### config.mk
export PLATFORM = sky130hd
export DESIGN_NAME = gray_updown_counter
export DESIGN_NICKNAME = d
export VERILOG_FILES = /design/src/rtl/gray_pkg.sv /design/src/rtl/gray_next_calc.sv /design/src/rtl/gray_updown_counter.sv
export SDC_FILE = /design/constraint.sdc
export NUM_CORES = 1
export LEC_CHECK = 0
export CELL_PAD_IN_SITES_DETAIL_PLACEMENT = 1
export CELL_PAD_IN_SITES_GLOBAL_PLACEMENT = 1
export CORE_UTILIZATION = 36
export DETAILED_ROUTE_END_ITERATION = 12
export GPL_TIMING_DRIVEN = 0
export PLACE_DENSITY = 0.88
export SLEW_MARGIN = 0
export SYNTH_ARGS = -nofsm -noshare
export SYNTH_HDL_FRONTEND = slang
export SYNTH_SLANG_ARGS = --single-unit
### constraint.sdc
create_clock -name clk -period 3.45 [get_ports clk]
set_input_delay 1.035 -clock clk [delete_from_list [all_inputs] [get_ports clk]]
set_output_delay 1.035 -clock clk [all_outputs]
set_load 0.1 [all_outputs]
### src/rtl/gray_pkg.sv
// Shared Gray-code helpers and mode constants for the up/down Gray counter.
// Functions operate on 32-bit vectors; callers zero-extend and truncate to N bits.
package gray_pkg;

  localparam logic MODE_WRAP = 1'b0;
  localparam logic MODE_SAT  = 1'b1;

  function automatic logic [31:0] bin2gray(input logic [31:0] b);
    return b ^ (b >> 1);
  endfunction

  // Each binary bit is the XOR of all Gray bits at and above it.
  function automatic logic [31:0] gray2bin(input logic [31:0] g);
    logic [31:0] b;
    b[31] = g[31];
    for (int i = 30; i >= 0; i--) begin
      b[i] = b[i+1] ^ g[i];
    end
    return b;
  endfunction

  // True when more than one bit of x is set: clearing the lowest set bit leaves a nonzero value.
  function automatic logic popcount_gt1(input logic [31:0] x);
    return (x & (x - 32'd1)) != 32'd0;
  endfunction

endpackage

### src/rtl/gray_next_calc.sv
// Combinational next-state logic for the Gray counter's binary count.
// Applies clr > load > en priority, plus wrap/saturate handling at the terminal values.
module gray_next_calc
  import gray_pkg::*;
#(
  parameter int N = 4
) (
  input  logic [N-1:0] b,
  input  logic         en,
  input  logic         up_dn,
  input  logic         mode,
  input  logic         clr,
  input  logic         load,
  input  logic [N-1:0] load_val,
  output logic [N-1:0] next_b,
  output logic         wrap_nxt,
  output logic         sat_nxt
);

  localparam logic [N-1:0] B_MAX = {N{1'b1}};
  localparam logic [N-1:0] B_MIN = '0;

  // NOTE: every output gets a default before the if/else tree, so no path can infer a latch.
  always_comb begin
    next_b   = b;
    wrap_nxt = 1'b0;
    sat_nxt  = 1'b0;
    if (clr) begin
      next_b = '0;
    end else if (load) begin
      next_b = load_val;
    end else if (en) begin
      if (up_dn) begin
        if (b != B_MAX) begin
          next_b = b + 1'b1;
        end else if (mode == MODE_SAT) begin
          sat_nxt = 1'b1;
        end else begin
          next_b   = B_MIN;
          wrap_nxt = 1'b1;
        end
      end else begin
        if (b != B_MIN) begin
          next_b = b - 1'b1;
        end else if (mode == MODE_SAT) begin
          sat_nxt = 1'b1;
        end else begin
          next_b   = B_MAX;
          wrap_nxt = 1'b1;
        end
      end
    end
  end

endmodule

### src/rtl/gray_updown_counter.sv
// N-bit up/down Gray counter with registered Gray and binary outputs, wrap pulse and saturate flag.
// Define GRAY_STEP_CHECK_EN to add the sticky step_err output flagging multi-bit Gray steps.
module gray_updown_counter
  import gray_pkg::*;
#(
  parameter int          N       = 4,
  parameter int unsigned RST_VAL = 0
) (
  input  logic         clk,
  input  logic         rst,
  input  logic         en,
  input  logic         up_dn,
  input  logic         mode,
  input  logic         clr,
  input  logic         load,
  input  logic [N-1:0] load_val,
  output logic [N-1:0] gray_out,
  output logic [N-1:0] bin_out,
  output logic         wrap,
  output logic         sat
`ifdef GRAY_STEP_CHECK_EN
  ,
  output logic         step_err
`endif
);

  localparam logic [N-1:0] RST_B = RST_VAL[N-1:0];
  localparam logic [31:0]  RST_G32 = bin2gray(32'(RST_B));
  localparam logic [N-1:0] RST_G = RST_G32[N-1:0];

  logic [N-1:0] bin_q;
  logic [N-1:0] next_b;
  logic [N-1:0] gray_nxt;
  logic [31:0]  gray_nxt32;
  logic         wrap_nxt;
  logic         sat_nxt;

  gray_next_calc #(.N(N)) u_next (
    .b        (bin_q),
    .en       (en),
    .up_dn    (up_dn),
    .mode     (mode),
    .clr      (clr),
    .load     (load),
    .load_val (load_val),
    .next_b   (next_b),
    .wrap_nxt (wrap_nxt),
    .sat_nxt  (sat_nxt)
  );

  // Gray is encoded from next_b so both outputs update on the same edge, glitch-free.
  assign gray_nxt32 = bin2gray(32'(next_b));
  assign gray_nxt   = gray_nxt32[N-1:0];

  // NOTE: sequential state uses non-blocking assignments so every register samples pre-edge values.
  always_ff @(posedge clk or negedge rst) begin
    if (!rst) begin
      bin_q    <= RST_B;
      gray_out <= RST_G;
      wrap     <= 1'b0;
      sat      <= 1'b0;
    end else begin
      bin_q    <= next_b;
      gray_out <= gray_nxt;
      wrap     <= wrap_nxt;
      sat      <= sat_nxt;
    end
  end

  assign bin_out = bin_q;

`ifdef GRAY_STEP_CHECK_EN
  // Clr and load legitimately jump several bits, so only count/hold edges are checked.
  always_ff @(posedge clk or negedge rst) begin
    if (!rst) begin
      step_err <= 1'b0;
    end else if (clr) begin
      step_err <= 1'b0;
    end else if (!load && popcount_gt1(32'(gray_out ^ gray_nxt))) begin
      step_err <= 1'b1;
    end
  end
`endif

endmodule

==> key figures, run 1 <==
Logic synthesis
  • Simple-Gate Fraction of Synth Area: 0.2278
  • Synthesized area: 691.9 um^2
  • XOR/XNOR Fraction of Synth Area: 0.03797
  • Ys Warns: 0
  • Syn_area_per_cell: between 9 and 10 um^2
  • Largest cells by area after synthesis: dfrtp_1 33%, a2111oi_4 4.0%, ha_1 3.6%
  • Mux cell area share after synthesis: 0.01447
  • Largest family of logic cells by synthesized area: compound AO/OA/AOI/OAI gates
  • Top cell type's share of synthesized area: 0.3255
  • Synth Area in Adders: 0.03617
  • Synth unique cells: 38
  • Post-Synthesis Cells: 72
  • Ys flop type: dfrtp_1
  • Cell type with the highest aggregate area in the netlist: dfrtp_1
  • EDFF count, synth: 0
  • Mapped Nets: 85
  • Post-synthesis compound-gate area fraction: 0.2749
  • Register area share after synthesis: 0.3255
  • FFs w/ async S/R, synth: 1.000
  • Yosys reg bits: 9

Die
  • CORE AREA: 1764 um^2
  • Total I/O pin count: 21
  • Initial Util: 0.3922
  • Die area: about 2100 um^2
  • Die W: 45.84 um
  • Chip height: between 40 and 50 um
  • Rows: 15

Timing
  • WHS: around 840 ps
  • Final worst-path cycle share: 0.8620
  • TNS Setup: 0 ps
  • Fmax: 336.3 MHz
  • Final Hold Fails: 0
  • Actual slew at the worst max-slew pin: 975.5 ps
  • # setup viols final: 0
  • Slew HR: 0.3476
  • Min Tclk post-route: 2974 ps
  • Final Max Tran Viols: 0
  • Clock Skews: 3.164 ps
  • RSZ-0062 raised after global routing: false

Pwr
  • Sequential share of power: 0.308
  • Switching Fraction: 0.4441
  • VDD IR max: 306.0 uV
  • P_sw: approximately 0.18 mW
  • Gate power share: 0.479
  • Overall Power: 0.3968 mW
  • Static leakage: 0.3832 nW
  • Power Density: 426.8 nW/um^2
  • Clock power frac: 0.213
  • Cell Int Power: 0.2206 mW

Setup path
  • Reg2reg start: bin_out[0]$_DFF_PN0_
  • CP required: 2410 ps
  • Critical path buffers and inverters: 1
  • RR Endpoint: gray_out[0]$_DFF_PN0_
  • Worst path slowest cell: clkdlybuf4s50_1
  • CP startpoint kind: register
  • Endpoint type of the worst setup path: output port
  • CP peak stage delay: roughly 1200 ps
  • R2R cell count: 7
  • CP arrival: 1940 ps
  • Crit-path leading delay family: buffers and inverters
  • Crit Path Max Fanout: 7
  • Crit path cell chain: clkdlybuf4s50_1
  • CP Class: register to output port
  • R2R Setup Slk: 880 ps

GRT
  • Remaining Overflow, GRT: 0
  • Initial antenna violation count: 0
  • Number of global-route vias before repair: 732
  • GRT Total Usage: 0.2365
  • Global-route wire length before repair: 3422 um
  • Largest net degree at the start of global routing: 11

Detailed routing
  • DRC violations left: 0
  • Routed vias: 674
  • First-iteration detailed-routing DRC count: 3
  • Post-Route WL: 2027 um
  • Antenna-violating nets left: 0
  • Initial DRT Pass Iterations: 4
  • Routed WL per cell: 17.03 um
  • Avg Vias per Cell: 5.664

Finish
  • Leading cell types in the layout, fill and taps excluded: 18 x clkdlybuf4s50_1, 9 x dfrtp_1, 6 x nor2_1, 4 x inv_1, 4 x a21oi_1
  • Non-filler cells, final: roughly 120
  • Finished Cell Area: ~930 um^2
  • Diodes inserted: 0
  • Ratio of cells with drive above 1 in the final layout: 0.1383
  • Most common cell after layout, fill and taps aside: clkdlybuf4s50_1
  • Area Overhead vs Synth: 34.36%
  • Nets: 108

Clock network
  • H-tree depth: 1
  • Worst skew pair latency: about 270 ps
  • CTS buffer count: 3
  • CTS root buf: clkbuf_4
  • Clk sinks: 9
  • Post_cts resized: 0
  • CTS tree: yes
  • CTS max path bufs: 2
  • Hold Buf Count CTS: 0
  • Postcts setup bufs: 0
  • Clk slew on worst S/H paths: 60 ps

Outcome
  • Status: finished, final reports clean

Hold path
  • Worst hold stages: 3
  • Beginning of the worst hold path: bin_out[2]$_DFF_PN0_
  • HP Class: register to register
  • Hold Path Sink: wrap$_DFF_PN0_

Place
  • Placed cells: 115
  • Dpl cell area: 903.4 um^2
  • Port bufs: 18
  • Dpl hpwl: 1558 um
  • Placer Congestion: 0.7719

Flow run
  • Max Cap Viol: 0
[power by group through the flow]
stage / clock network [mW] / logic (mW) / registers, mW
after floorplan: 0 / 0.0709 / 0.190
after global placement: 0 / 0.183 / 0.124
after detailed placement: 0 / 0.189 / 0.124
after CTS: 0.0879 / 0.189 / 0.122
after global routing: 0.0954 / 0.200 / 0.123
final: 0.0845 / 0.190 / 0.122
[cell usage after synthesis (all sizes together), types with 2 or more instances]
cell type / instances
a2111oi: 3
a211oi: 2
a21oi: 4
a31oi: 2
and3: 2
buf: 4
clkbuf: 2
dfrtp: 9
ha: 2
inv: 4
nand2: 3
nor2: 6
nor3: 3
nor3b: 3
o21ai: 2
or3: 3
xor2: 2
[sequential cells by signal (all words and copies together) (netlist names)]
signal / count
bin_out: 4
gray_out: 3
sat: 1
wrap: 1
[area by class of cell]
| class | instances | area, um^2 |
|---|---|---|
| Buffer | 6 | 42.54 |
| Inverter | 4 | 15.01 |
| Multi-Input combinational cell | 53 | 409.1 |
| Fill cell | 214 | 834.6 |
| Clock buffer | 4 | 26.28 |
| Sequential cell | 9 | 225.2 |
| Timing Repair Buffer | 18 | 180.2 |
| Tap cell | 25 | 31.28 |
[per-stage QoR]
| stage | worst slack, ps | utilization |
|---|---|---|
| 6_report | 476.2 | 0.5270 |
| 5_1_grt | 440.3 | 0.5270 |
| 4_1_cts | 468.8 | 0.5270 |
| 3_5_place_dp | 298.8 | 0.5121 |
| 3_3_place_gp | 475.4 | 0.5121 |
| 2_1_floorplan | 667.5 | - |
[per-layer routing]
layer / routed length (um) / GRT usage
met1: 847 / 0.2585
met5: 0 / 0
met4: 33 / 0.08235
met2: 1071 / 0.4225
met3: 75 / 0.07540
[worst max-delay path by stage]
| stage | startpoint | slack (ps) | cells past startpoint | to |
|---|---|---|---|---|
| 6_report | bin_out[1]$_DFF_PN0_ | 480 | 1 | bin_out[1] |
| 5_1_grt | bin_out[1]$_DFF_PN0_ | 440 | 1 | bin_out[1] |
| 4_1_cts | bin_out[1]$_DFF_PN0_ | 470 | 1 | bin_out[1] |
| 3_5_place_dp | up_dn | 300 | 6 | gray_out[0]$_DFF_PN0_ |
| 3_3_place_gp | up_dn | 480 | 6 | gray_out[0]$_DFF_PN0_ |
| 2_1_floorplan | bin_out[0]$_DFF_PN0_ | 670 | 7 | gray_out[0]$_DFF_PN0_ |
[kinds of logic after synthesis]
group           after synthesis
simple gates                 26
compound gates               21
buf+inv                      10
flops                         9
xor+xnor                      3
fa+ha+maj                     2
mux                           1
(Power assumes the default switching activity.)
==> inputs of run 2 (changes only) <==
Settings changed: CORE_MARGIN set to 2, CTS_CLUSTER_SIZE set to 30.
==> key figures, run 2 (synthesis results as in run 1) <==
Setup path
  • CP Class: register to output port
  • Crit Path Max Fanout: 7 (unchanged)
  • R2R Setup Slk: 1010 ps (+130 ps)
  • RR Endpoint: gray_out[0]$_DFF_PN0_
  • R2R cell count: 7 (unchanged)
  • Crit path cell chain: clkdlybuf4s50_1
  • CP arrival: 1940 ps (about the same)
  • Crit-path leading delay family: buffers and inverters
  • Reg2reg start: bin_out[1]$_DFF_PN0_
  • Critical path buffers and inverters: 1 (unchanged)
  • Endpoint type of the worst setup path: output port
  • CP required: 2410 ps (about the same)
  • CP peak stage delay: 1190 ps (about the same)
  • CP startpoint kind: register
  • Worst path slowest cell: clkdlybuf4s50_1

Detailed routing
  • Routed vias: 643 (-4.6%)
  • Initial DRT Pass Iterations: 4 (unchanged)
  • Routed WL per cell: 14.53 um (-15%)
  • DRC violations left: 0 (unchanged)
  • Avg Vias per Cell: 5.403 (-4.6%)
  • Antenna-violating nets left: 0 (unchanged)
  • First-iteration detailed-routing DRC count: 21 (+18)
  • Post-Route WL: 1729 um (-15%)

Die
  • Total I/O pin count: 21 (unchanged)
  • Chip height: 47.84 um (+4.4%)
  • CORE AREA: 1764 um^2 (unchanged)
  • Initial Util: 0.3922 (unchanged)
  • Die W: 47.84 um (+4.4%)
  • Rows: 15 (unchanged)
  • Die area: 2289 um^2 (+8.9%)

Timing
  • Final Max Tran Viols: 0 (unchanged)
  • Final worst-path cycle share: 0.8609 (-0.001093)
  • Final worst slack: 479.9 ps (+3.772 ps)
  • Min Tclk post-route: 2970 ps (-3.772 ps)
  • TNS Setup: 0 ps (unchanged)
  • Actual slew at the worst max-slew pin: 973.5 ps (-2.020 ps)
  • Slew HR: 0.3490 (+0.001351)
  • # setup viols final: 0 (unchanged)
  • Fmax: 336.7 MHz (+0.13%)
  • WHS: 828.8 ps (-8.180 ps)
  • Clock Skews: 0.1840 ps (-2.980 ps)
  • Final Hold Fails: 0 (unchanged)
  • RSZ-0062 raised after global routing: false

Finish
  • Area Overhead vs Synth: 34.36% (unchanged)
  • Most common cell after layout, fill and taps aside: clkdlybuf4s50_1
  • Leading cell types in the layout, fill and taps excluded: 18 x clkdlybuf4s50_1, 9 x dfrtp_1, 6 x nor2_1, 4 x inv_1, 4 x a21oi_1
  • Non-filler cells, final: 119 (unchanged)
  • Max reg flops: 4 (unchanged)
  • Diodes inserted: 0 (unchanged)
  • Nets: 108 (unchanged)
  • Core Util, Final: 0.5270 (unchanged)
  • Ratio of cells with drive above 1 in the final layout: 0.1383 (unchanged)
  • Finished Cell Area: 929.6 um^2 (unchanged)

Clock network
  • Hold Buf Count CTS: 0 (unchanged)
  • Postcts setup bufs: 0 (unchanged)
  • Worst skew pair latency: 250 ps (-20 ps)
  • CTS root buf: clkbuf_4
  • CTS buffer count: 3 (unchanged)
  • Clk slew on worst S/H paths: 60 ps (about the same)
  • CTS tree: yes
  • Post_cts resized: 0 (unchanged)
  • H-tree depth: 1 (unchanged)
  • Clk sinks: 9 (unchanged)
  • CTS max path bufs: 2 (unchanged)

GRT
  • Global-route wire length before repair: 2677 um (-22%)
  • Remaining Overflow, GRT: 0 (unchanged)
  • GRT Total Usage: 0.1673 (-0.06924)
  • Initial antenna violation count: 0 (unchanged)
  • Number of global-route vias before repair: 630 (-14%)
  • Largest net degree at the start of global routing: 11 (unchanged)

Flow run
  • Max Cap Viol: 0 (unchanged)

Place
  • Placed cells: 115 (unchanged)
  • Port bufs: 18 (unchanged)
  • Dpl cell area: 903.4 um^2 (unchanged)
  • Dpl hpwl: 1395 um (-10%)
  • Placer Congestion: 0.7747 (+0.36%)
  • Post-Place Worst Slack: 403.1 ps (+104.3 ps)

Pwr
  • Overall Power: 0.3859 mW (-2.8%)
  • Static leakage: 0.3832 nW (unchanged)
  • Power Density: 415.1 nW/um^2 (-2.8%)
  • VDD IR max: 366.6 uV (+20%)

Hold path
  • Beginning of the worst hold path: bin_out[2]$_DFF_PN0_
  • HP Class: register to register
  • Hold Path Sink: wrap$_DFF_PN0_
  • Worst hold stages: 3 (unchanged)

Outcome
  • Status: finished, final reports clean
==> run 2: worst max path at each step <==
stage | startpoint | endpoint | slack [ps] | cells after the start
floorplan | bin_out[0]$_DFF_PN0_ | gray_out[0]$_DFF_PN0_ | 670 | 7
global placement | up_dn | gray_out[0]$_DFF_PN0_ | 410 | 6
detailed placement | up_dn | gray_out[0]$_DFF_PN0_ | 400 | 6
CTS | bin_out[1]$_DFF_PN0_ | bin_out[1] | 480 | 1
global route | bin_out[1]$_DFF_PN0_ | bin_out[1] | 440 | 1
finish | bin_out[1]$_DFF_PN0_ | bin_out[1] | 480 | 1
==> run 2: worst min-delay path: cells and delay by family (launching register included) <==
| family | cells | cell delay (ps) |
|---|---|---|
| simple gates | 3 | 360 |
| flops | 1 | 430 |
==> run 2: layout make-up <==
cell class	instances	area, um^2
Buffer	6	42.54
Inverter	4	15.01
Clock buffer	4	26.28
Fill cell	222	834.6
Multi-Input combinational cell	53	409.1
Timing Repair Buffer	18	180.2
Sequential cell	9	225.2
Tap cell	25	31.28
==> run 2: where the power goes <==
group          leakage, nW  internal [mW]  total, mW  switching (mW)
Combinational        0.251         0.0611      0.186           0.125
Clock               0.0150         0.0443     0.0775          0.0332
Sequential           0.117          0.115      0.122         0.00777
==> run 2: layer usage <==
layer,wire [um],global-route usage,vias to the layer above
met5,0,0,-
met1,780,0.2032,306
met4,0,0.01622,0
li1,-,-,315
met2,853,0.2960,22
met3,95,0.05660,0
